<file path="src/rtl/usb_fifo_pkg.sv">
// usb_fifo_pkg: shared word width and word type for the USB FIFO bridge
package usb_fifo_pkg;
  localparam int USB_DATA_W = 16;
  typedef logic [USB_DATA_W-1:0] usb_word_t;
endpackage

</file>
<file path="src/rtl/usb_skid_buf2.sv">
// usb_skid_buf2: 2-entry FIFO exposing the oldest entry and next occupancy
module usb_skid_buf2 import usb_fifo_pkg::*; #(
  parameter int W = USB_DATA_W
) (
  input  logic         clk,
  input  logic         rst,
  input  logic         push,
  input  logic [W-1:0] push_data,
  input  logic         pop,
  output logic [W-1:0] head,
  output logic [1:0]   occ,
  output logic [1:0]   occ_next
);
  logic [W-1:0] tail;
  assign occ_next = occ + {1'b0, push} - {1'b0, pop};
  // head always holds the oldest word; tail only fills when both slots are used
  always_ff @(posedge clk or posedge rst) begin
    if (rst) begin
      occ  <= '0;
      head <= '0;
      tail <= '0;
    end else begin
      occ <= occ_next;
      if (pop ? (occ == 2'd2 || push) : (push && occ == 2'd0))
        head <= (pop && occ == 2'd2) ? tail : push_data;
      if (push && occ_next == 2'd2)
        tail <= push_data;
    end
  end
endmodule

</file>
<file path="src/rtl/usb_fifo_stream_bridge.sv">
// usb_fifo_stream_bridge: Avalon-MM USB FIFO masters to valid/ready streams with counters and stall flags
module usb_fifo_stream_bridge import usb_fifo_pkg::*; #(
  parameter int DATA_W      = USB_DATA_W,
  parameter int CNT_W       = 32,
  parameter int STALL_LIMIT = 1024
) (
  input  logic              clk,
  input  logic              rst,
  input  logic [DATA_W-1:0] usb_read_data,
  input  logic              usb_read_wait,
  output logic              usb_read_en,
  output logic [DATA_W-1:0] usb_write_data,
  input  logic              usb_write_wait,
  output logic              usb_write_en,
  output logic [DATA_W-1:0] rx_data,
  output logic              rx_valid,
  input  logic              rx_ready,
  input  logic [DATA_W-1:0] tx_data,
  input  logic              tx_valid,
  output logic              tx_ready,
  output logic [CNT_W-1:0]  rx_count,
  output logic [CNT_W-1:0]  tx_count,
  output logic              rd_stall,
  output logic              wr_stall,
  input  logic              clr_stall
);
  localparam logic [15:0] LIM = 16'(STALL_LIMIT - 1);
  logic       rd_done, wr_done, rx_pop;
  logic [1:0] occ, occ_next, st_req, st_wait, st_flag;
  assign rd_done  = usb_read_en && !usb_read_wait;
  assign wr_done  = usb_write_en && !usb_write_wait;
  assign tx_ready = !usb_write_en || !usb_write_wait;
  assign rx_valid = occ != 2'd0;
  assign rx_pop   = rx_valid && rx_ready;
  assign st_req   = {usb_write_en, usb_read_en};
  assign st_wait  = {usb_write_wait, usb_read_wait};
  assign rd_stall = st_flag[0];
  assign wr_stall = st_flag[1];
  usb_skid_buf2 #(.W(DATA_W)) u_skid (
    .clk(clk), .rst(rst), .push(rd_done), .push_data(usb_read_data), .pop(rx_pop),
    .head(rx_data), .occ(occ), .occ_next(occ_next)
  );
  // hold a pending read, otherwise request only if the buffer will have room
  always_ff @(posedge clk or posedge rst) begin
    if (rst) usb_read_en <= 1'b0;
    else usb_read_en <= (usb_read_en && usb_read_wait) || occ_next < 2'd2;
  end
  // one-word write holding register, refilled in the cycle it drains
  always_ff @(posedge clk or posedge rst) begin
    if (rst) begin
      usb_write_en   <= 1'b0;
      usb_write_data <= '0;
    end else if (tx_valid && tx_ready) begin
      usb_write_en   <= 1'b1;
      usb_write_data <= tx_data;
    end else if (wr_done) begin
      usb_write_en <= 1'b0;
    end
  end
  // completed-transfer counters, wrapping silently
  always_ff @(posedge clk or posedge rst) begin
    if (rst) begin
      rx_count <= '0;
      tx_count <= '0;
    end else begin
      rx_count <= rx_count + CNT_W'(rd_done);
      tx_count <= tx_count + CNT_W'(wr_done);
    end
  end
  for (genvar i = 0; i < 2; i++) begin : g_stall
    logic [15:0] cnt;
    logic        flag;
    assign st_flag[i] = flag;
    // count consecutive stalled cycles; clear beats a same-cycle stall event
    always_ff @(posedge clk or posedge rst) begin
      if (rst) begin
        cnt  <= '0;
        flag <= 1'b0;
      end else if (clr_stall) begin
        cnt  <= '0;
        flag <= 1'b0;
      end else if (st_req[i] && st_wait[i]) begin
        if (cnt == LIM) flag <= 1'b1;
        else cnt <= cnt + 16'd1;
      end else begin
        cnt <= '0;
      end
    end
  end
endmodule

</file>
<file path="config.mk">
export PLATFORM = sky130hd
export DESIGN_NAME = usb_fifo_stream_bridge
export DESIGN_NICKNAME = d
export VERILOG_FILES = /design/src/rtl/usb_fifo_pkg.sv /design/src/rtl/usb_skid_buf2.sv /design/src/rtl/usb_fifo_stream_bridge.sv
export SDC_FILE = /design/constraint.sdc
export NUM_CORES = 1
export LEC_CHECK = 0
export CELL_PAD_IN_SITES_DETAIL_PLACEMENT = 1
export CELL_PAD_IN_SITES_GLOBAL_PLACEMENT = 1
export CORE_AREA = 2 2 143 172
export CTS_CLUSTER_DIAMETER = 100
export DETAILED_ROUTE_END_ITERATION = 8
export DIE_AREA = 0 0 145 174
export PLACE_DENSITY = 0.59
export SYNTH_ARGS = -nofsm -noshare
export SYNTH_HDL_FRONTEND = slang
export SYNTH_HIERARCHICAL = 1
export SYNTH_SLANG_ARGS = --single-unit
</file>
<file path="constraint.sdc">
create_clock -name clk -period 11.7 [get_ports clk]
set_clock_uncertainty 0.05 [all_clocks]
set_input_delay 2.34 -clock clk [delete_from_list [all_inputs] [get_ports clk]]
set_output_delay 2.34 -clock clk [all_outputs]
set_load 0.03 [all_outputs]
</file>
==> out/results.tsv, run 1 <==
stage	metric	value	unit
synthesis	Mapped Cells	616	
clock_tree	setup bufs post-CTS	0	
synthesis	top_reg_cell synth	dfrtp_1	
floorplan	die width	145	µm
power	Peak VDD IR	0.138	mV
synthesis	number of flops mapped to enable cells by yosys	0	
floorplan	num ports	141	
floorplan	core footprint	23700	µm²
placed_design	hpwl dp	12.7	mm
synthesis	Async SR Flop Fraction	100	%
status	outcome	complete, no violations	
sta	Final WS setup	5.70	ns
synthesis	Synthesis Warnings	6	
clock_tree	Root Driver	clkbuf_16	
sta	Hold Slack	0.422	ns
placed_design	GPL Wtd Cong	0.756	
clock_tree	hold_buf cts	0	
sta	fin crit period	6.00	ns
worst_setup_path	WP data required	9.31	ns
global_route	largest net degree at the start of global routing	79	
synthesis	sequential fraction of the synthesis area	54.0	%
power	P_leak	4.12	nW
routing	Vias	5280	
clock_tree	Clk pin slew, worst setup/hold paths	0.07	ns
worst_setup_path	CP endpoint kind	output pin	
worst_setup_path	Setup CP Type	in2out	
routing	DR vias/cell	4.84	
synthesis	Mapped Nets	664	
floorplan	site row count	62	
routing	Pre-antenna DRT Iters	4	
placed_design	PortBufs	140	
power	pwr dens	188	nW/µm²
clock_tree	CTS Buffer Depth	2	
routing	Post-Route WL	17.7	mm
worst_hold_path	hold crit path type	reg2reg	
clock_tree	Resized Gates After CTS	0	
floorplan	Die Ht	174	µm
routing	DR WL/cell	16.2	µm
sta	FMAX	167	MHz
sta	Final Max Tran Viols	0	
layout	final core occ	39.2	%
global_route	gr ovfl total	0	
global_route	vias in the first global route	5670	
sta	period utilization	51.3	%
clock_tree	CTS tree	done	
sta	Max-slew headroom	32.6	%
synthesis	Unique masters post-synth	57	
global_route	first-pass GRT wire length	30.0	mm
synthesis	Synth Area per Inst	11.3	µm²
routing	Antenna Nets Post-Route	0	
layout	Synth-to-Final Area Change	33.3	%
worst_setup_path	WP data arrival	3.61	ns
clock_tree	clock sinks	150	
job	Max Cap Viol	0	
floorplan	die area	25200	µm²
clock_tree	number of CTS-inserted buffers	17	
sta	RSZ-0062 raised after global routing	no	
sta	count of final setup violators	0	
sta	Hold Vio Cnt, Final	0	
routing	Post-route DRC	0	
sta	slew at the pin closest to its max-slew limit	1.01	ns
global_route	All-Layer GR Usage	14.4	%
layout	final cell count without fillers	1092	
layout	count of nets after finishing	807	
synthesis	Synth Cell Area	6960	µm²
routing	First DRT Iteration DRCs	179	
worst_setup_path	critical path startpoint category	primary input	
synthesis	register bit total from synthesis	150	
floorplan	Initial Util	29.4	%
global_route	initial antenna violation count	0	
clock_tree	H-tree Lvls	4	
placed_design	Post-Place Cells	1060	
layout	n_diodes	0	
layout	share of post-route cells with drive strength above 1	11.4	%
worst_setup_path	critical path peak fanout	4	
clock_tree	Worst-Skew Late Latency	0.42	ns
placed_design	post-place setup slack	5.68	ns
sta	Fin Setup TNS	0	ns
-- power by group --
group          internal [mW]  switching, mW  leakage, nW
sequential             0.612         0.0743         1.94
combinational          0.236          0.271         1.89
clock                  0.323          0.228        0.285
-- cell usage after synthesis (4+ instances only) --
cell type,n,share of area [%]
and3_1,12,1.1
nor4_1,4,0.36
o21ai_0,12,0.86
dfrtp_1,150,54
nor2_1,41,2.2
nor4_4,4,1.2
a221oi_1,16,2.0
nand3_1,33,2.4
mux2_4,10,2.2
mux2_2,21,3.4
or2_2,4,0.36
a31oi_1,7,0.63
a21oi_1,14,1.0
nor3_1,11,0.79
nand2_1,44,2.4
ha_1,9,1.6
and2_1,10,0.90
buf_2,5,0.36
xor2_1,31,3.9
or3_1,5,0.45
clkbuf_1,12,0.65
nand4_1,23,2.1
xnor2_1,37,4.7
inv_1,38,2.1
and4_1,14,1.8
-- critical path, stage by stage --
cell             delay [ns]
clkdlybuf4s50_1        0.46
nand2_1                0.13
clkdlybuf4s50_1        0.68
-- path summary, 6_finish.rpt --
path / start / endpoint / slack, ns / cells after the start
min in group asynchronous: rst / usb_write_data[14] / 2.27 / 2
setup reg to reg: u_skid/occ[1] / u_skid/tail[12] / 8.46 / 8
hold reg to reg: rx_count[31] / rx_count[31] / 0.42 / 1
max in group asynchronous: rst / tx_count[18] / 7.93 / 3
hold / removal: rx_count[31] / rx_count[31] / 0.42 / 1
setup / recovery: usb_write_wait / tx_ready / 5.70 / 3
-- through the flow --
stage,area [µm²],total power [mW]
CTS,9270,1.78
global route,9270,1.83
global placement,8680,1.19
floorplan,6960,1.01
finish,9270,1.74
detailed placement,8680,1.21
-- layout make-up --
| cell class | count | area, µm² |
|---|---|---|
| Fill cell | 2603 | 14400 |
| Sequential cell | 150 | 3750 |
| Multi-Input combinational cell | 408 | 2950 |
| Timing Repair Buffer | 144 | 1430 |
| Clock buffer | 19 | 443 |
| Tap cell | 320 | 400 |
| Clock inverter | 13 | 146 |
| Inverter | 38 | 145 |
-- registers in the layout (all words and copies together) (netlist names) --
| register | flops |
|---|---|
| rx_count | 32 |
| tx_count | 32 |
| u_skid/occ | 2 |
| u_skid/tail | 16 |
| usb_write_data | 16 |
| wr_stall | 1 |
| u_skid/head | 16 |
| g_stall.cnt | 32 |
| usb_write_en | 1 |
| rd_stall | 1 |
| usb_read_en | 1 |
-- cell usage in the layout, fill, tap and decap left out, types with 4 or more instances in the layout --
cell / instances
dfrtp_1: 150
clkdlybuf4s50_1: 140
nand2_1: 44
nor2_1: 41
xnor2_1: 37
inv_1: 37
nand3_1: 33
xor2_1: 31
nand4_1: 23
mux2_2: 21
clkbuf_16: 17
a221oi_1: 16
and4_1: 14
a21oi_1: 14
and3_1: 12
o21ai_0: 12
nor3_1: 11
and2_1: 10
mux2_4: 10
ha_1: 9
a31oi_1: 7
or3_1: 5
or2_2: 4
nor4_1: 4
nor4_4: 4
inv_6: 4
buf_4: 4
-- cells by family (layout without fill, tap and decap cells) --
logic type      Yosys count  count (layout)  share of synthesized area [%]
compound gates           66              66                           6.64
xor+xnor                 69              69                           8.80
fa+ha+maj                 9               9                           1.62
buf+inv                  58             214                           3.60
flops                   150             150                           54.0
mux                      35              35                           6.33
simple gates            229             229                           19.1
-- routing by layer --
| metal | up-vias | share of wire [%] | GRT usage, % |
|---|---|---|---|
| met3 | 21 | 3.6 | 2.78 |
| met1 | 2677 | 44 | 17.9 |
| met5 | - | 0 | 0 |
| met2 | 124 | 50 | 25.0 |
| met4 | 0 | 1.8 | 5.28 |
| li1 | 2458 | - | - |
Note: power is estimated with default switching activity, not from simulation.
==> inputs of run 2 (changes only) <==
Settings changed: PLACE_DENSITY 0.59 to 0.62.
Clock period 11.7 ns to 5.28 ns, I/O delays scaled along.
==> run 2 against run 1 <==
Net effect:
- die area unchanged
- first-iteration DRC count shrank 22%
- final area decreased by 0.31%
- hold slack worse by 0.0089 ns
- non-clock buffer count grew 1
- cell count about the same
- highest routed layer unchanged
- flip-flop and latch count unchanged
- wire length down 1.2%
- setup slack lost 4.3 ns
- global-route usage about the same
- clock power grew 110%
==> out/results.tsv, run 2 (synthesis gave the netlist of run 1 again) <==
stage	metric	value	unit	change
layout	most frequent cells in the layout	dfrtp_1 (150), clkdlybuf4s50_1 (140), nand2_1 (44)		unchanged
routing	Pre-antenna DRT Iters	4		unchanged
routing	Vias	5216		was 5280
floorplan	core footprint	23700	µm²	unchanged
clock_tree	H-tree Lvls	4		unchanged
global_route	All-Layer GR Usage	14.4	%	about the same
power	P_leak	4.11	nW	was 4.12 nW
clock_tree	hold_buf cts	0		unchanged
worst_setup_path	crit-path cells	clkdlybuf4s50_1, nor2b_1, inv_1, ha_1, inv_1, ha_1, or3b_1, mux2i_4, mux2_2		was clkdlybuf4s50_1, nand2_1, clkdlybuf4s50_1
worst_setup_path	critical path startpoint category	primary input		unchanged
routing	DR WL/cell	16.0	µm	was 16.2 µm
worst_setup_path	CP delay by family, top	multiplexers		was buffers and inverters
sta	FMAX	260	MHz	
global_route	initial antenna violation count	0		unchanged
sta	count of final setup violators	0		unchanged
routing	Post-route DRC	0		unchanged
global_route	first-pass GRT wire length	29.9	mm	was 30.0 mm
global_route	vias in the first global route	5708		was 5670
power	pwr dens	410	nW/µm²	was 188 nW/µm²
worst_setup_path	CP endpoint kind	flop		was output pin
floorplan	num ports	141		unchanged
clock_tree	Worst-Skew Late Latency	0.42	ns	about the same
clock_tree	clock sinks	150		unchanged
global_route	gr ovfl total	0		unchanged
worst_setup_path	Reg2Reg Launch Point	u_skid/occ[1]		unchanged
floorplan	Initial Util	29.4	%	unchanged
sta	Hold Vio Cnt, Final	0		unchanged
sta	Final Max Tran Viols	0		unchanged
job	Max Cap Viol	0		unchanged
worst_setup_path	reg2reg end	u_skid/tail[13]		was u_skid/tail[12]
sta	RSZ-0062 raised after global routing	no		unchanged
clock_tree	Resized Gates After CTS	0		unchanged
clock_tree	Clk pin slew, worst setup/hold paths	0.07	ns	about the same
floorplan	site row count	62		unchanged
placed_design	hpwl dp	12.6	mm	was 12.7 mm
clock_tree	CTS tree	done		unchanged
sta	Max-slew headroom	39.3	%	was 32.6%
worst_setup_path	Buf+Inv Stages, Crit Path	3		was 2
placed_design	GPL Wtd Cong	0.775		was 0.756
routing	DR vias/cell	4.77		was 4.84
sta	Fin Setup TNS	0	ns	unchanged
clock_tree	CTS Buffer Depth	2		unchanged
worst_setup_path	r2r worst-path depth	8		unchanged
worst_setup_path	crit path from	usb_read_wait		was usb_write_wait
sta	fin crit period	3.85	ns	
clock_tree	number of CTS-inserted buffers	17		unchanged
routing	Post-Route WL	17.5	mm	was 17.7 mm
worst_hold_path	hold crit path type	reg2reg		unchanged
clock_tree	setup bufs post-CTS	0		unchanged
floorplan	die width	145	µm	unchanged
worst_setup_path	WP data required	5.54	ns	was 9.31 ns
routing	First DRT Iteration DRCs	140		was 179
worst_setup_path	critical path peak fanout	16		was 4
clock_tree	Root Driver	clkbuf_16		unchanged
worst_setup_path	Slowest Stage Delay on Critical Path	0.65	ns	was 0.68 ns
layout	commonest non-fill, non-tap cell in the layout	dfrtp_1		unchanged
global_route	largest net degree at the start of global routing	65		was 79
sta	period utilization	72.9	%	
layout	count of nets after finishing	808		was 807
worst_hold_path	Hold Path Depth	1		unchanged
worst_hold_path	Hold EP	rx_count[31]		unchanged
power	Peak VDD IR	0.245	mV	was 0.138 mV
floorplan	die area	25200	µm²	unchanged
layout	share of post-route cells with drive strength above 1	11.6	%	was 11.4%
status	outcome	complete, no violations		unchanged
layout	Synth-to-Final Area Change	32.9	%	was 33.3%
worst_setup_path	Setup CP Type	in2reg		was in2out
placed_design	PortBufs	140		unchanged
sta	slew at the pin closest to its max-slew limit	0.911	ns	was 1.01 ns
routing	Antenna Nets Post-Route	0		unchanged
worst_setup_path	Critical-path top delay cell	mux2i_4		was clkdlybuf4s50_1
worst_hold_path	min-delay src	rx_count[31]		unchanged
floorplan	Die Ht	174	µm	unchanged
worst_setup_path	WP data arrival	4.11	ns	was 3.61 ns
worst_setup_path	r2r setup slk	2.06	ns	was 8.46 ns
layout	n_diodes	0		unchanged
layout	final core occ	39.1	%	was 39.2%
layout	biggest registers after layout	g_stall.cnt: 32 flops, rx_count: 32 flops, tx_count: 32 flops		unchanged
## run 2: cell count changes in the layout (fill, tap and decap cells not counted), sizes merged
cell    previous run  this run
buf                4         5
bufinv             2         0
clkbuf            19        18
clkinv             5         4
inv               42        46
## run 2: layout make-up
type                            count  area [µm²]
Clock buffer                       18         439
Clock inverter                     14         114
Timing Repair Buffer              145        1440
Fill cell                        2565       14400
Sequential cell                   150        3750
Inverter                           38         145
Multi-Input combinational cell    408        2950
Tap cell                          320         400
## run 2: through the flow
stage          hold WS (ns)  area, µm²  power, mW  setup slack, ns  instances
3_3_place_gp          0.410       8690       2.64             1.08       1061
6_report              0.413       9240       3.79             1.43       1093
4_1_cts               0.419       9240       3.87             1.40       1093
5_1_grt               0.453       9240       4.01             1.26       1093
2_1_floorplan         0.408       6960       2.23             1.10        616
3_5_place_dp          0.411       8690       2.69            0.935       1061
## run 2: how the worst max path moves through the flow
stage / to / depth (start not counted)
global placement: u_skid/tail[13] / 9
floorplan: g_stall[0].cnt[0] / 1
CTS: u_skid/tail[13] / 9
detailed placement: u_skid/tail[13] / 9
finish: u_skid/tail[13] / 9
global route: u_skid/tail[13] / 9
## run 2: worst register-to-register path, stage by stage (launching register included)
cell	delay, ns
dfrtp_1	0.44
or2_2	0.34
and2_1	0.21
ha_1	0.29
inv_1	0.04
ha_1	0.28
or3b_1	0.40
mux2i_4	0.65
mux2_2	0.42
## run 2: routing by layer
metal  wire length (µm)  part of all wire (%)  global-route usage, %
met5                  0                     0                      0
met4                247                   1.4                   4.91
met3                665                   3.8                   3.23
met2               8880                    51                   25.2
met1               7700                    44                   17.7
## run 2: power by group
part | total (mW) | internal (mW) | switching [mW]
clock network | 1.15 | 0.627 | 0.521
logic | 1.12 | 0.523 | 0.598
registers | 1.52 | 1.36 | 0.167
total | 3.79 | 2.51 | 1.29
==> inputs of run 3 (changes only) <==
Settings changed: PLACE_DENSITY 0.62 to 0.59.
Clock period 5.28 ns to 3.8 ns, I/O delays scaled along.
==> run 3 against run 2 <==
Net effect:
- non-clock buffer count increased by 5
- flip-flop and latch count unchanged
- combinational power increased by 42%
- hold slack improved by 0.011 ns
- global-route usage increased by 0.19 points
- setup slack got worse by 0.68 ns
==> out/results.tsv, run 3 (synthesis gave the netlist of run 1 again) <==
stage	metric	value	unit	change
worst_setup_path	CP endpoint kind	flop		unchanged
clock_tree	clock sinks	150		unchanged
routing	Post-route DRC	0		unchanged
routing	Vias	5296		was 5216
layout	most frequent cells in the layout	dfrtp_1 (150), clkdlybuf4s50_1 (140), nand2_1 (44)		unchanged
layout	biggest registers after layout	g_stall.cnt: 32 flops, rx_count: 32 flops, tx_count: 32 flops		unchanged
clock_tree	Resized Gates After CTS	0		unchanged
power	P_leak	4.16	nW	was 4.11 nW
sta	Final Max Tran Viols	0		unchanged
worst_setup_path	Slowest Stage Delay on Critical Path	0.44	ns	was 0.65 ns
global_route	All-Layer GR Usage	14.6	%	was 14.4%
routing	Antenna Nets Post-Route	0		unchanged
placed_design	PortBufs	140		unchanged
floorplan	core footprint	23700	µm²	unchanged
clock_tree	CTS tree	done		unchanged
worst_setup_path	Setup CP Type	in2reg		unchanged
job	Max Cap Viol	0		unchanged
layout	share of post-route cells with drive strength above 1	12.2	%	was 11.6%
worst_setup_path	critical path startpoint category	primary input		unchanged
global_route	largest net degree at the start of global routing	41		was 65
global_route	first-pass GRT wire length	30.3	mm	was 29.9 mm
floorplan	site row count	62		unchanged
clock_tree	hold_buf cts	0		unchanged
routing	First DRT Iteration DRCs	172		was 140
global_route	vias in the first global route	5847		was 5708
sta	Hold Vio Cnt, Final	0		unchanged
floorplan	die area	25200	µm²	unchanged
floorplan	Initial Util	29.4	%	unchanged
routing	Post-Route WL	17.9	mm	was 17.5 mm
clock_tree	CTS Buffer Depth	2		unchanged
clock_tree	Root Driver	clkbuf_16		unchanged
worst_setup_path	crit-path cells	clkdlybuf4s50_1, nor2b_1, inv_1, ha_1, inv_1, ha_1, or3b_1, mux2i_4, buf_4, mux2_2		was clkdlybuf4s50_1, nor2b_1, inv_1, ha_1, inv_1, ha_1, or3b_1, mux2i_4, mux2_2
worst_hold_path	hold crit path type	reg2reg		unchanged
layout	commonest non-fill, non-tap cell in the layout	dfrtp_1		unchanged
floorplan	die width	145	µm	unchanged
power	Reg power frac	38.6	%	was 40.2%
placed_design	hpwl dp	12.9	mm	was 12.6 mm
floorplan	num ports	141		unchanged
sta	period utilization	80.1	%	
worst_setup_path	WP data required	4.05	ns	was 5.54 ns
worst_setup_path	Critical-path top delay cell	clkdlybuf4s50_1		was mux2i_4
power	combinational power share	29.0	%	was 29.6%
clock_tree	Clk pin slew, worst setup/hold paths	0.07	ns	about the same
power	clock share of power	32.3	%	was 30.3%
sta	count of final setup violators	0		unchanged
routing	DR vias/cell	4.82		was 4.77
worst_setup_path	critical path peak fanout	16		unchanged
sta	FMAX	328	MHz	
power	Psw	1.78	mW	was 1.29 mW
status	outcome	complete, no violations		unchanged
power	sw frac	32.6	%	was 33.9%
layout	n_diodes	0		unchanged
layout	Synth-to-Final Area Change	34.6	%	was 32.9%
sta	slew at the pin closest to its max-slew limit	1.00	ns	was 0.911 ns
clock_tree	number of CTS-inserted buffers	17		unchanged
power	Peak VDD IR	0.346	mV	was 0.245 mV
layout	count of nets after finishing	813		was 808
global_route	initial antenna violation count	0		unchanged
clock_tree	H-tree Lvls	4		unchanged
routing	Pre-antenna DRT Iters	4		unchanged
routing	DR WL/cell	16.3	µm	was 16.0 µm
layout	fin area	9370	µm²	was 9240 µm²
power	pwr dens	584	nW/µm²	was 410 nW/µm²
clock_tree	setup bufs post-CTS	0		unchanged
clock_tree	Worst-Skew Late Latency	0.42	ns	about the same
sta	fin crit period	3.04	ns	
placed_design	GPL Wtd Cong	0.745		was 0.775
placed_design	DP Area	8750	µm²	was 8690 µm²
worst_setup_path	WP data arrival	3.29	ns	was 4.11 ns
sta	RSZ-0062 raised after global routing	no		unchanged
floorplan	Die Ht	174	µm	unchanged
global_route	gr ovfl total	0		unchanged
power	internal power	3.69	mW	was 2.51 mW
sta	Max-slew headroom	32.9	%	was 39.3%
sta	Fin Setup TNS	0	ns	unchanged
## run 3: cell count changes in the layout (fill, tap and decap cells not counted)
cell	before	now
inv_6	6	4
inv_8	2	0
buf_4	5	8
inv_4	1	0
bufinv_16	0	3
buf_12	0	2
clkinv_4	1	2
clkinvlp_4	2	3
## run 3: metrics by stage
stage / power (mW) / hold slack [ns] / setup slack, ns / utilization, % / instances
after floorplan: 3.10 / 0.408 / 0.808 / - / 616
after global placement: 3.69 / 0.410 / 0.391 / 37.0 / 1066
after detailed placement: 3.75 / 0.416 / 0.309 / 37.0 / 1066
after CTS: 5.55 / 0.429 / 0.753 / 39.6 / 1098
after global routing: 5.76 / 0.467 / 0.643 / 39.6 / 1098
final: 5.47 / 0.425 / 0.756 / 39.6 / 1098
## run 3: final timing paths
| kind | from | to | slack [ns] | cells after the start |
|---|---|---|---|---|
| worst max register to register | u_skid/occ[1] | u_skid/tail[15] | 0.80 | 9 |
| worst min register to register | rx_count[31] | rx_count[31] | 0.42 | 1 |
| worst max-delay path | usb_read_wait | u_skid/tail[15] | 0.76 | 10 |
| min in group asynchronous | rst | u_skid/tail[7] | 0.77 | 3 |
| max in group asynchronous | rst | tx_count[25] | 2.09 | 3 |
| worst min-delay path | rx_count[31] | rx_count[31] | 0.42 | 1 |
## run 3: worst max-delay path: cells and delay by family
| kind | cells | cell delay [ns] |
|---|---|---|
| buf+inv | 4 | 0.87 |
| fa+ha+maj | 2 | 0.58 |
| simple gates | 2 | 0.56 |
| mux | 2 | 0.52 |
## run 3: cell type report
cell class,count,area [µm²]
multi-input cells,408,2950
well taps,320,400
repair buffers,150,1500
flip-flops and latches,150,3750
fillers,2573,14300
inverters,38,146
clock inverters,14,173
clock buffers,18,439
## run 3: power by group through the flow
stage,registers [mW],clock network (mW),logic (mW)
2_1_floorplan,2.43,0,0.670
3_3_place_gp,2.13,0,1.57
3_5_place_dp,2.14,0,1.62
4_1_cts,2.12,1.82,1.62
5_1_grt,2.16,1.89,1.71
6_report,2.11,1.77,1.59
## run 3: routing by layer
layer | GRT usage, % | vias up | share of wire (%)
met5 | 0 | - | 0
li1 | - | 2467 | -
met3 | 3.41 | 20 | 4.1
met2 | 25.3 | 130 | 49
met4 | 4.66 | 0 | 1.5
met1 | 18.1 | 2679 | 45
